`src/rtl/det2_pkg.sv`:
```
// Shared types for the 2x2 determinant stream engine.
// FSM encoding and rom_data field positions (in units of W bits).
package det2_pkg;

   typedef enum logic [2:0] {
      IDLE,
      FETCH,
      LOAD,
      MUL_AD,
      MUL_BC,
      OUTPUT
   } det2_state_t;

   localparam int A_FLD = 0;
   localparam int C_FLD = 1;
   localparam int D_FLD = 2;
   localparam int B_FLD = 3;

endpackage

```
`src/rtl/det_mul.sv`:
```
// Combinational signed multiplier, shared between the a*d and b*c steps.
// Operands arrive already zero- or sign-extended to W+1 bits.
module det_mul #(
   parameter int W = 4
) (
   input  logic signed [W:0]     x,
   input  logic signed [W:0]     y,
   output logic signed [2*W+1:0] p
);

   assign p = x * y;

endmodule

```
`src/rtl/det2_stream_engine.sv`:
```
// Streams 2x2 matrices from program memory and emits a*d - b*c per word.
// One multiplier is time-shared across the MUL_AD and MUL_BC states.
module det2_stream_engine
   import det2_pkg::*;
#(
   parameter int W     = 4,
   parameter int DEPTH = 16,
   parameter int AW    = $clog2(DEPTH)
) (
   input  logic          clk,
   input  logic          reset,
   input  logic          start,
   input  logic          signed_mode,
   output logic          rom_en,
   output logic [AW-1:0] rom_addr,
   input  logic [4*W-1:0] rom_data,
   output logic          out_valid,
   input  logic          out_ready,
   output logic [2*W:0]  result,
   output logic [AW-1:0] result_idx,
   output logic          busy,
   output logic          done
);

   localparam int PW = 2 * W + 2;

   det2_state_t           state;
   logic [AW-1:0]         pc;
   logic                  mode;
   logic [W-1:0]          op_a, op_b, op_c, op_d;
   logic signed [PW-1:0]  prod;
   logic signed [W:0]     mul_x, mul_y;
   logic signed [PW-1:0]  mul_p;
   logic signed [PW-1:0]  diff;
   logic                  last;

   // Extension bit is the operand MSB only when the run is signed.
   always_comb begin
      mul_x = {mode & op_b[W-1], op_b};
      mul_y = {mode & op_c[W-1], op_c};
      if (state == MUL_AD) begin
         mul_x = {mode & op_a[W-1], op_a};
         mul_y = {mode & op_d[W-1], op_d};
      end
   end

   det_mul #(.W(W)) u_mul (
      .x (mul_x),
      .y (mul_y),
      .p (mul_p)
   );

   assign diff     = prod - mul_p;
   assign last     = (pc == AW'(DEPTH - 1));
   assign rom_addr = pc;

   always_ff @(posedge clk) begin
      if (reset) begin
         state      <= IDLE;
         pc         <= '0;
         mode       <= 1'b0;
         op_a       <= '0;
         op_b       <= '0;
         op_c       <= '0;
         op_d       <= '0;
         prod       <= '0;
         rom_en     <= 1'b0;
         out_valid  <= 1'b0;
         result     <= '0;
         result_idx <= '0;
         busy       <= 1'b0;
         done       <= 1'b0;
      end else begin
         done <= 1'b0;
         unique case (state)
            IDLE: begin
               if (start) begin
                  state  <= FETCH;
                  pc     <= '0;
                  mode   <= signed_mode;
                  busy   <= 1'b1;
                  rom_en <= 1'b1;
               end
            end
            FETCH: begin
               rom_en <= 1'b0;
               state  <= LOAD;
            end
            LOAD: begin
               op_a  <= rom_data[A_FLD*W +: W];
               op_b  <= rom_data[B_FLD*W +: W];
               op_c  <= rom_data[C_FLD*W +: W];
               op_d  <= rom_data[D_FLD*W +: W];
               state <= MUL_AD;
            end
            MUL_AD: begin
               prod  <= mul_p;
               state <= MUL_BC;
            end
            MUL_BC: begin
               result     <= diff[2*W:0];
               result_idx <= pc;
               out_valid  <= 1'b1;
               state      <= OUTPUT;
            end
            OUTPUT: begin
               if (out_ready) begin
                  out_valid <= 1'b0;
                  if (last) begin
                     state <= IDLE;
                     busy  <= 1'b0;
                     done  <= 1'b1;
                  end else begin
                     pc     <= pc + AW'(1);
                     rom_en <= 1'b1;
                     state  <= FETCH;
                  end
               end
            end
            default: state <= IDLE;
         endcase
      end
   end

endmodule

```
`config.mk`:
```
export PLATFORM = sky130hd
export DESIGN_NAME = det2_stream_engine
export DESIGN_NICKNAME = d
export VERILOG_FILES = /design/src/rtl/det2_pkg.sv /design/src/rtl/det_mul.sv /design/src/rtl/det2_stream_engine.sv
export SDC_FILE = /design/constraint.sdc
export NUM_CORES = 1
export LEC_CHECK = 0
export ABC_AREA = 1
export BUFFER_PORTS_ARGS = -buffer_cell sky130_fd_sc_hd__buf_2
export CAP_MARGIN = 15
export CORE_MARGIN = 10
export CORE_UTILIZATION = 48
export CTS_CLUSTER_DIAMETER = 80
export DETAILED_ROUTE_END_ITERATION = 6
export PLACE_DENSITY = 0.8
export SLEW_MARGIN = 20
export SYNTH_ARGS = -nofsm -noshare
export SYNTH_HDL_FRONTEND = slang
export SYNTH_HIERARCHICAL = 1
export SYNTH_SLANG_ARGS = --single-unit
```
`constraint.sdc`:
```
create_clock -name clk -period 6.2 [get_ports clk]
set_input_delay 0.62 -clock clk [delete_from_list [all_inputs] [get_ports clk]]
set_output_delay 0.62 -clock clk [all_outputs]
set_load 0.03 [all_outputs]
```
==> impl_metrics.tcl, run 1 <==
set metrics [dict create \
    status "finished clean" \
    ys_warn_count 6 \
    vdd_drop_max_mv 0.209 \
    swShare_pct 38.0 \
    clock-skew-final_ns 0.00451 \
    min_period_over_period_pct 89.6 \
    post-route-util_pct 54.5 \
    p_seq_share_pct 40.7 \
    final_cells 575 \
    combinationalPowerShare_pct 34.7 \
    wl_mm 6.87 \
    hp-class "flop to flop" \
    grt_pass1_vias 2850 \
    ctsHtreeMaxLevel 2 \
    synth.avg_cell_area_um2 7.21 \
    drtIter0Drc 167 \
    rsz0062_at_grt "no" \
    fmax_mhz 180 \
    groute.usage.overall_pct 13.6 \
    post_drt_wl_per_cell_um 12.0 \
    grt_overflow 0 \
    clkSinkCount 50 \
    cp_data_required_time_ns 6.41 \
    firstDrtPassIters 5 \
    core_um2 6720 \
    synth_fp_nets 520 \
    internal-power_uw 603 \
    worst_pin_slew_ns 0.880 \
    mostFrequentLayoutCell "nand2_1" \
    cts_made_buffers 5 \
    criticalPathCategory "flop to flop" \
    cp-end-kind "flop" \
    cp_max_fo 22 \
    worstPathArrival_ns 5.77 \
    hold_viol_final 0 \
    dpl_cell_area_um2 3540 \
    mostFrequentLayoutCells "nand2_1 (89), inv_1 (80), nor2_1 (59), dfxtp_1 (50), buf_2 (41)" \
    setup_viol 0 \
    fp.dieH_um 103 \
    finalInstanceArea_um2 3660 \
    switching_power_uw 369 \
    cts-root-buf "clkbuf_8" \
    pwr-share-clk_pct 24.6 \
    fin_crit_ns 5.56 \
    grt_max_degree 38 \
    drive_above_1_share_pct 13.3 \
    cts_resized 0 \
    num_antenna_cells 0 \
    clockBufferDepth 2 \
    place_ws_ns 0.643 \
    fin_nets 557 \
    fillers 628 \
    io_buffers 41 \
    clk_latency_ns 0.30 \
    tritoncts "yes" \
    die_area_um2 10600 \
    p_total_uw 972 \
    holdWs_ns 0.469 \
    tns_ns 0 \
    p_leak_nw 1.93 \
    startpoint_type "flop" \
    clk_pin_slew_ns 0.10 \
    gp_congestion 0.845 \
    syn_area_um2 3300 \
    synthCells 457 \
    die_w_um 103 \
    io_pins 42 \
    relSlewSlack_pct 41.3 \
    post_cts_buffers 0 \
    dr_total_vias 2839 \
    area_growth_pct 11.1 \
    grt_antenna_before_repair 0 \
    drc 0 \
    slew_viol_final 0 \
    start_util_pct 49.1 \
    holdBufCountCts 0 \
    antenna_left 0 \
    maxCapViolations 0 \
    dp.final_hpwl_mm 5.43 \
    fin_ws_ns 0.642 \
    powerDensity_nw_per_um2 265 \
    num_rows 30 \
    dp.cells 567 \
    vias_per_cell 4.94 \
    grt_first_pass_wirelength_mm 12.1 \
]
final timing paths:
| check | from | end | slack [ns] | cells after the start |
|---|---|---|---|---|
| setup / recovery | state[0] | result[8] | 0.64 | 25 |
| hold / removal | op_d[3] | op_d[3] | 0.47 | 2 |
| setup reg to reg | state[0] | result[8] | 0.64 | 25 |
| hold reg to reg | op_d[3] | op_d[3] | 0.47 | 2 |
per-layer routing:
metal	share of wire, %	wire length [um]	GRT usage (%)
met1	44	3050	15.7
met2	51	3500	24.9
met3	4.2	290	2.88
met4	0.49	34	2.99
met5	0	0	0
state kept, by name, indices dropped and copies added, names as in the netlist, 3 cells and up:
signal      cells
result_idx      4
rom_addr        4
op_c            4
state           3
op_b            4
prod            9
result          9
op_d            4
op_a            4
cell type report:
class | count | area, um2 | area share [%]
Sequential cell | 50 | 1000 | 27.3
Multi-Input combinational cell | 309 | 1910 | 52.1
Clock buffer | 5 | 68.8 | 1.88
Clock inverter | 3 | 48.8 | 1.33
Inverter | 86 | 323 | 8.81
Timing Repair Buffer | 42 | 213 | 5.81
Tap cell | 80 | 100 | 2.73
power groups by stage:
stage / clock [mW] / sequential (mW) / combinational, mW
after global placement: 0 / 0.401 / 0.326
after global routing: 0.252 / 0.401 / 0.388
after floorplan: 0 / 0.434 / 0.232
after detailed placement: 0 / 0.403 / 0.336
final: 0.239 / 0.395 / 0.338
after CTS: 0.244 / 0.395 / 0.338
worst max-delay path: stages (launching register included):
cell     delay, ns
dfxtp_1       0.45
inv_2         0.10
nor3_4        0.15
buf_4         0.26
inv_2         0.15
o21ai_1       0.35
and2_1        0.18
inv_1         0.09
or2_2         0.30
fa_1          0.51
fa_1          0.54
inv_1         0.05
fa_1          0.52
fa_1          0.48
a31oi_1       0.18
xnor2_1       0.14
inv_1         0.07
ha_1          0.32
nand2_1       0.10
inv_1         0.04
a21oi_1       0.17
nand2_1       0.07
nand2_1       0.05
nand3_1       0.06
nand2_1       0.07
inv_1         0.03
Note: power is estimated with default switching activity, not from simulation.
==> run 2: changes to the inputs <==
CTS_BUF_LIST = sky130_fd_sc_hd__clkbuf_2 sky130_fd_sc_hd__clkbuf_4 sky130_fd_sc_hd__clkbuf_8   (was unset)
PLACE_DENSITY = 0.76   (was 0.8)
==> impl_metrics.tcl, run 2 (synthesis gave the netlist of run 1 again) <==
set metrics [dict create \
    grt_overflow 0 \
    hp-class "flop to flop" \
    multiInputGateArea_um2 1910 \
    dp.final_hpwl_mm 5.54 \
    core_um2 6720 \
    area_growth_pct 10.4 \
    ctsHtreeMaxLevel 2 \
    clk_latency_ns 0.31 \
    grt_pass1_vias 2862 \
    hold_viol_final 0 \
    pwr-share-clk_pct 21.6 \
    cts_resized 0 \
    switching_power_uw 365 \
    r2r-end "result[8]" \
    reg_top3 "prod: 9 flops, result: 9 flops" \
    groute.usage.overall_pct 14.1 \
    combinationalPowerShare_pct 36.0 \
    post_cts_buffers 0 \
    grt_max_degree 38 \
    drtIter0Drc 175 \
    vias_per_cell 4.99 \
    fmax_mhz 178 \
    swShare_pct 39.1 \
    drc 0 \
    cts_made_buffers 5 \
    r2r_slack_ns 0.57 \
    fin_nets 557 \
    holdPathEnd "op_d[3]" \
    drive_above_1_share_pct 13.3 \
    clkSinkCount 50 \
    fin_crit_ns 5.63 \
    io_buffers 41 \
    clockBufferDepth 2 \
    holdBufCountCts 0 \
    vdd_drop_max_mv 0.169 \
    min_period_over_period_pct 90.8 \
    mostFrequentLayoutCells "nand2_1 (89), inv_1 (80), nor2_1 (59), dfxtp_1 (50), buf_2 (41)" \
    p_seq_share_pct 42.4 \
    rsz0062_at_grt "no" \
    io_pins 42 \
    r2r_cells 25 \
    powerDensity_nw_per_um2 257 \
    mostFrequentLayoutCell "nand2_1" \
    die_w_um 103 \
    clock-skew-final_ns 0.0159 \
    relSlewSlack_pct 42.3 \
    gp_congestion 0.827 \
    r2r-start "state[0]" \
    worstPathArrival_ns 5.84 \
    clk_pin_slew_ns 0.09 \
    internal-power_uw 569 \
    startpoint_type "flop" \
    p_leak_nw 1.92 \
    fp.dieH_um 103 \
    num_antenna_cells 0 \
    setup_viol 0 \
    grt_first_pass_wirelength_mm 12.2 \
    cts-root-buf "clkbuf_8" \
    wl_mm 6.96 \
    fillers 654 \
    whs_path_depth 2 \
    status "finished clean" \
    tritoncts "yes" \
    maxCapViolations 0 \
    post_drt_wl_per_cell_um 12.1 \
    slew_viol_final 0 \
    antenna_left 0 \
    firstDrtPassIters 4 \
    start_util_pct 49.1 \
    worst_pin_slew_ns 0.865 \
    dr_total_vias 2868 \
    cp_data_required_time_ns 6.41 \
    grt_antenna_before_repair 0 \
    tns_ns 0 \
    cp_max_fo 22 \
    min_from "op_d[3]" \
    p_total_uw 934 \
    register_area_um2 1000 \
    cp-end-kind "flop" \
    criticalPathCategory "flop to flop" \
    die_area_um2 10600 \
    num_rows 30 \
]
-- run 2: layout make-up --
| type | count | area share (%) |
|---|---|---|
| multi-input cells | 309 | 52.4 |
| flip-flops and latches | 50 | 27.5 |
| inverters | 86 | 8.87 |
| repair buffers | 42 | 5.84 |
| well taps | 80 | 2.75 |
| clock buffers | 6 | 2.27 |
| clock inverters | 2 | 0.344 |
-- run 2: worst max-delay path by stage --
stage	startpoint	endpoint	slack, ns	cells past startpoint
2_1_floorplan	state[0]	result[8]	1.26	24
3_3_place_gp	state[0]	result[8]	0.85	25
3_5_place_dp	state[0]	result[8]	0.61	25
4_1_cts	state[0]	result[8]	0.61	25
5_1_grt	state[0]	result[8]	0.14	25
6_report	state[0]	result[8]	0.57	25
-- run 2: stage by stage --
step           cell area [um2]  instances  util (%)  hold slack (ns)  setup WS, ns
2_1_floorplan             3300        457         -            0.428          1.26
4_1_cts                   3640        575      54.2            0.466         0.609
5_1_grt                   3640        575      54.2            0.492         0.136
3_3_place_gp              3540        567      52.8            0.449         0.848
3_5_place_dp              3540        567      52.8            0.454         0.611
6_report                  3640        575      54.2            0.465         0.571
-- run 2: critical path, stage by stage (launching register included) --
cell	delay [ns]
dfxtp_1	0.45
inv_2	0.11
nor3_4	0.16
buf_4	0.25
inv_2	0.15
o21ai_1	0.38
and2_1	0.19
inv_1	0.09
or2_2	0.31
fa_1	0.50
fa_1	0.54
inv_1	0.05
fa_1	0.53
fa_1	0.48
a31oi_1	0.19
xnor2_1	0.15
inv_1	0.08
ha_1	0.32
nand2_1	0.10
inv_1	0.04
a21oi_1	0.18
nand2_1	0.08
nand2_1	0.05
nand3_1	0.06
nand2_1	0.07
inv_1	0.03
-- run 2: per-layer routing --
layer | vias up | global-route usage [%] | part of all wire [%] | wire [um]
li1 | 1494 | - | - | -
met1 | 1328 | 16.2 | 45 | 3150
met2 | 39 | 25.5 | 51 | 3530
met3 | 7 | 2.35 | 2.3 | 162
met4 | 0 | 5.24 | 1.7 | 116
met5 | - | 0 | 0 | 0
-- run 2: power groups by stage --
stage / registers [mW] / logic, mW / clock network, mW
floorplan: 0.434 / 0.232 / 0
global placement: 0.402 / 0.327 / 0
CTS: 0.396 / 0.339 / 0.207
detailed placement: 0.403 / 0.337 / 0
finish: 0.396 / 0.337 / 0.202
global route: 0.402 / 0.387 / 0.222
==> run 3: changes to the inputs <==
RECOVER_POWER = 50   (was unset)
==> impl_metrics.tcl, run 3 (synthesis gave the netlist of run 1 again) <==
set metrics [dict create \
    clock-skew-final_ns 0.0161 \
    slew_viol_final 0 \
    drtIter0Drc 162 \
    grt_max_degree 38 \
    startpoint_type "flop" \
    cpMaxStageDelayCell "fa_1" \
    fin_crit_ns 5.54 \
    area_growth_pct 8.77 \
    hold_viol_final 0 \
    fmax_mhz 181 \
    tritoncts "yes" \
    top_usage_layer "met2" \
    criticalPathCategory "flop to flop" \
    post_cts_buffers 0 \
    rsz0062_at_grt "no" \
    io_buffers 41 \
    r2r-end "result[8]" \
    multiInputGateArea_um2 1880 \
    grt_antenna_before_repair 0 \
    die_area_um2 10600 \
    fillers 671 \
    cts_resized 0 \
    clk_latency_ns 0.31 \
    groute.usage.overall_pct 14.1 \
    cp_data_required_time_ns 6.41 \
    start_util_pct 49.1 \
    antenna_left 0 \
    core_um2 6720 \
    powerDensity_nw_per_um2 257 \
    cts-root-buf "clkbuf_8" \
    clkSinkCount 50 \
    met3_usage_pct 2.35 \
    r2r-start "state[0]" \
    reg_top3 "prod: 9 flops, result: 9 flops" \
    post-route-util_pct 53.4 \
    clockBufferDepth 2 \
    register_area_um2 1000 \
    num_antenna_cells 0 \
    whs_path_depth 2 \
    hp-class "flop to flop" \
    drc 0 \
    fin_nets 557 \
    crit_buf_inv 8 \
    worst_pin_slew_ns 0.870 \
    crit_cells 25 \
    dr_total_vias 2866 \
    path_common_cell "inv_1" \
    status "finished clean" \
    grt_first_pass_wirelength_mm 12.2 \
    mostFrequentLayoutCell "nand2_1" \
    vdd_drop_max_mv 0.164 \
    fp.dieH_um 103 \
    num_rows 30 \
    slowest_delay_ns 0.54 \
    worstPathArrival_ns 5.75 \
    maxCapViolations 0 \
    use_met2_pct 25.5 \
    min_from "op_d[3]" \
    grt_use_met1_pct 16.2 \
    cp-end-kind "flop" \
    setup_viol 0 \
    die_w_um 103 \
    clk_pin_slew_ns 0.09 \
    holdPathEnd "op_d[3]" \
    firstDrtPassIters 4 \
    post_drt_wl_per_cell_um 12.1 \
    grt_overflow 0 \
    ctsHtreeMaxLevel 2 \
    tns_ns 0 \
    dp.final_hpwl_mm 5.54 \
    drive_above_1_share_pct 8.08 \
    mostFrequentLayoutCells "nand2_1 (89), inv_1 (80), nor2_1 (60), dfxtp_1 (50), o21ai_0 (42)" \
    io_pins 42 \
    r2r_cells 25 \
    critPathTopFamily "adder cells" \
    grt_pass1_vias 2862 \
    gp_congestion 0.827 \
    r2r_slack_ns 0.66 \
    vias_per_cell 4.98 \
    holdBufCountCts 0 \
    p_leak_nw 1.82 \
    dp.cells 567 \
    cts_made_buffers 5 \
    final_cells 575 \
    relSlewSlack_pct 41.9 \
    min_period_over_period_pct 89.3 \
    wl_mm 6.98 \
    cp_max_fo 22 \
]
## run 3: area by class of cell
cell class	count	share of cell area [%]
timing repair buffer	42	5.16
tap	80	2.79
clock buffer	6	2.30
clock inverter	2	0.349
sequential	50	27.9
inverter	86	9.00
multi-input combinational	309	52.5
## run 3: how the worst max path moves through the flow
stage	startpoint	endpoint	slack, ns
2_1_floorplan	state[0]	result[8]	1.26
3_3_place_gp	state[0]	result[8]	0.85
3_5_place_dp	state[0]	result[8]	0.61
4_1_cts	state[0]	result[8]	0.61
5_1_grt	state[0]	result[8]	0.21
6_report	state[0]	result[8]	0.66
## run 3: tightest hold or removal path: stages, from the launching register on
cell	delay, ns
dfxtp_1	0.30
inv_1	0.06
a21oi_1	0.06
## run 3: routing by layer
metal | wire length (um) | vias up | part of all wire [%]
li1 | - | 1490 | -
met3 | 188 | 7 | 2.7
met2 | 3550 | 44 | 51
met5 | 0 | - | 0
met1 | 3130 | 1325 | 45
met4 | 116 | 0 | 1.7
## run 3: power by group
group / internal (mW) / switching [mW] / leakage (nW)
Sequential: 0.367 / 0.0277 / 0.407
Clock: 0.0900 / 0.112 / 0.0472
Combinational: 0.104 / 0.222 / 1.37
## run 3: metrics by stage
| stage | instance area [um2] | power, mW | setup slack, ns | hold slack, ns |
|---|---|---|---|---|
| final | 3590 | 0.923 | 0.665 | 0.466 |
| after global routing | 3590 | 1.00 | 0.214 | 0.492 |
| after CTS | 3640 | 0.942 | 0.609 | 0.466 |
| after detailed placement | 3540 | 0.740 | 0.611 | 0.454 |
| after global placement | 3540 | 0.729 | 0.848 | 0.449 |
| after floorplan | 3300 | 0.666 | 1.26 | 0.428 |
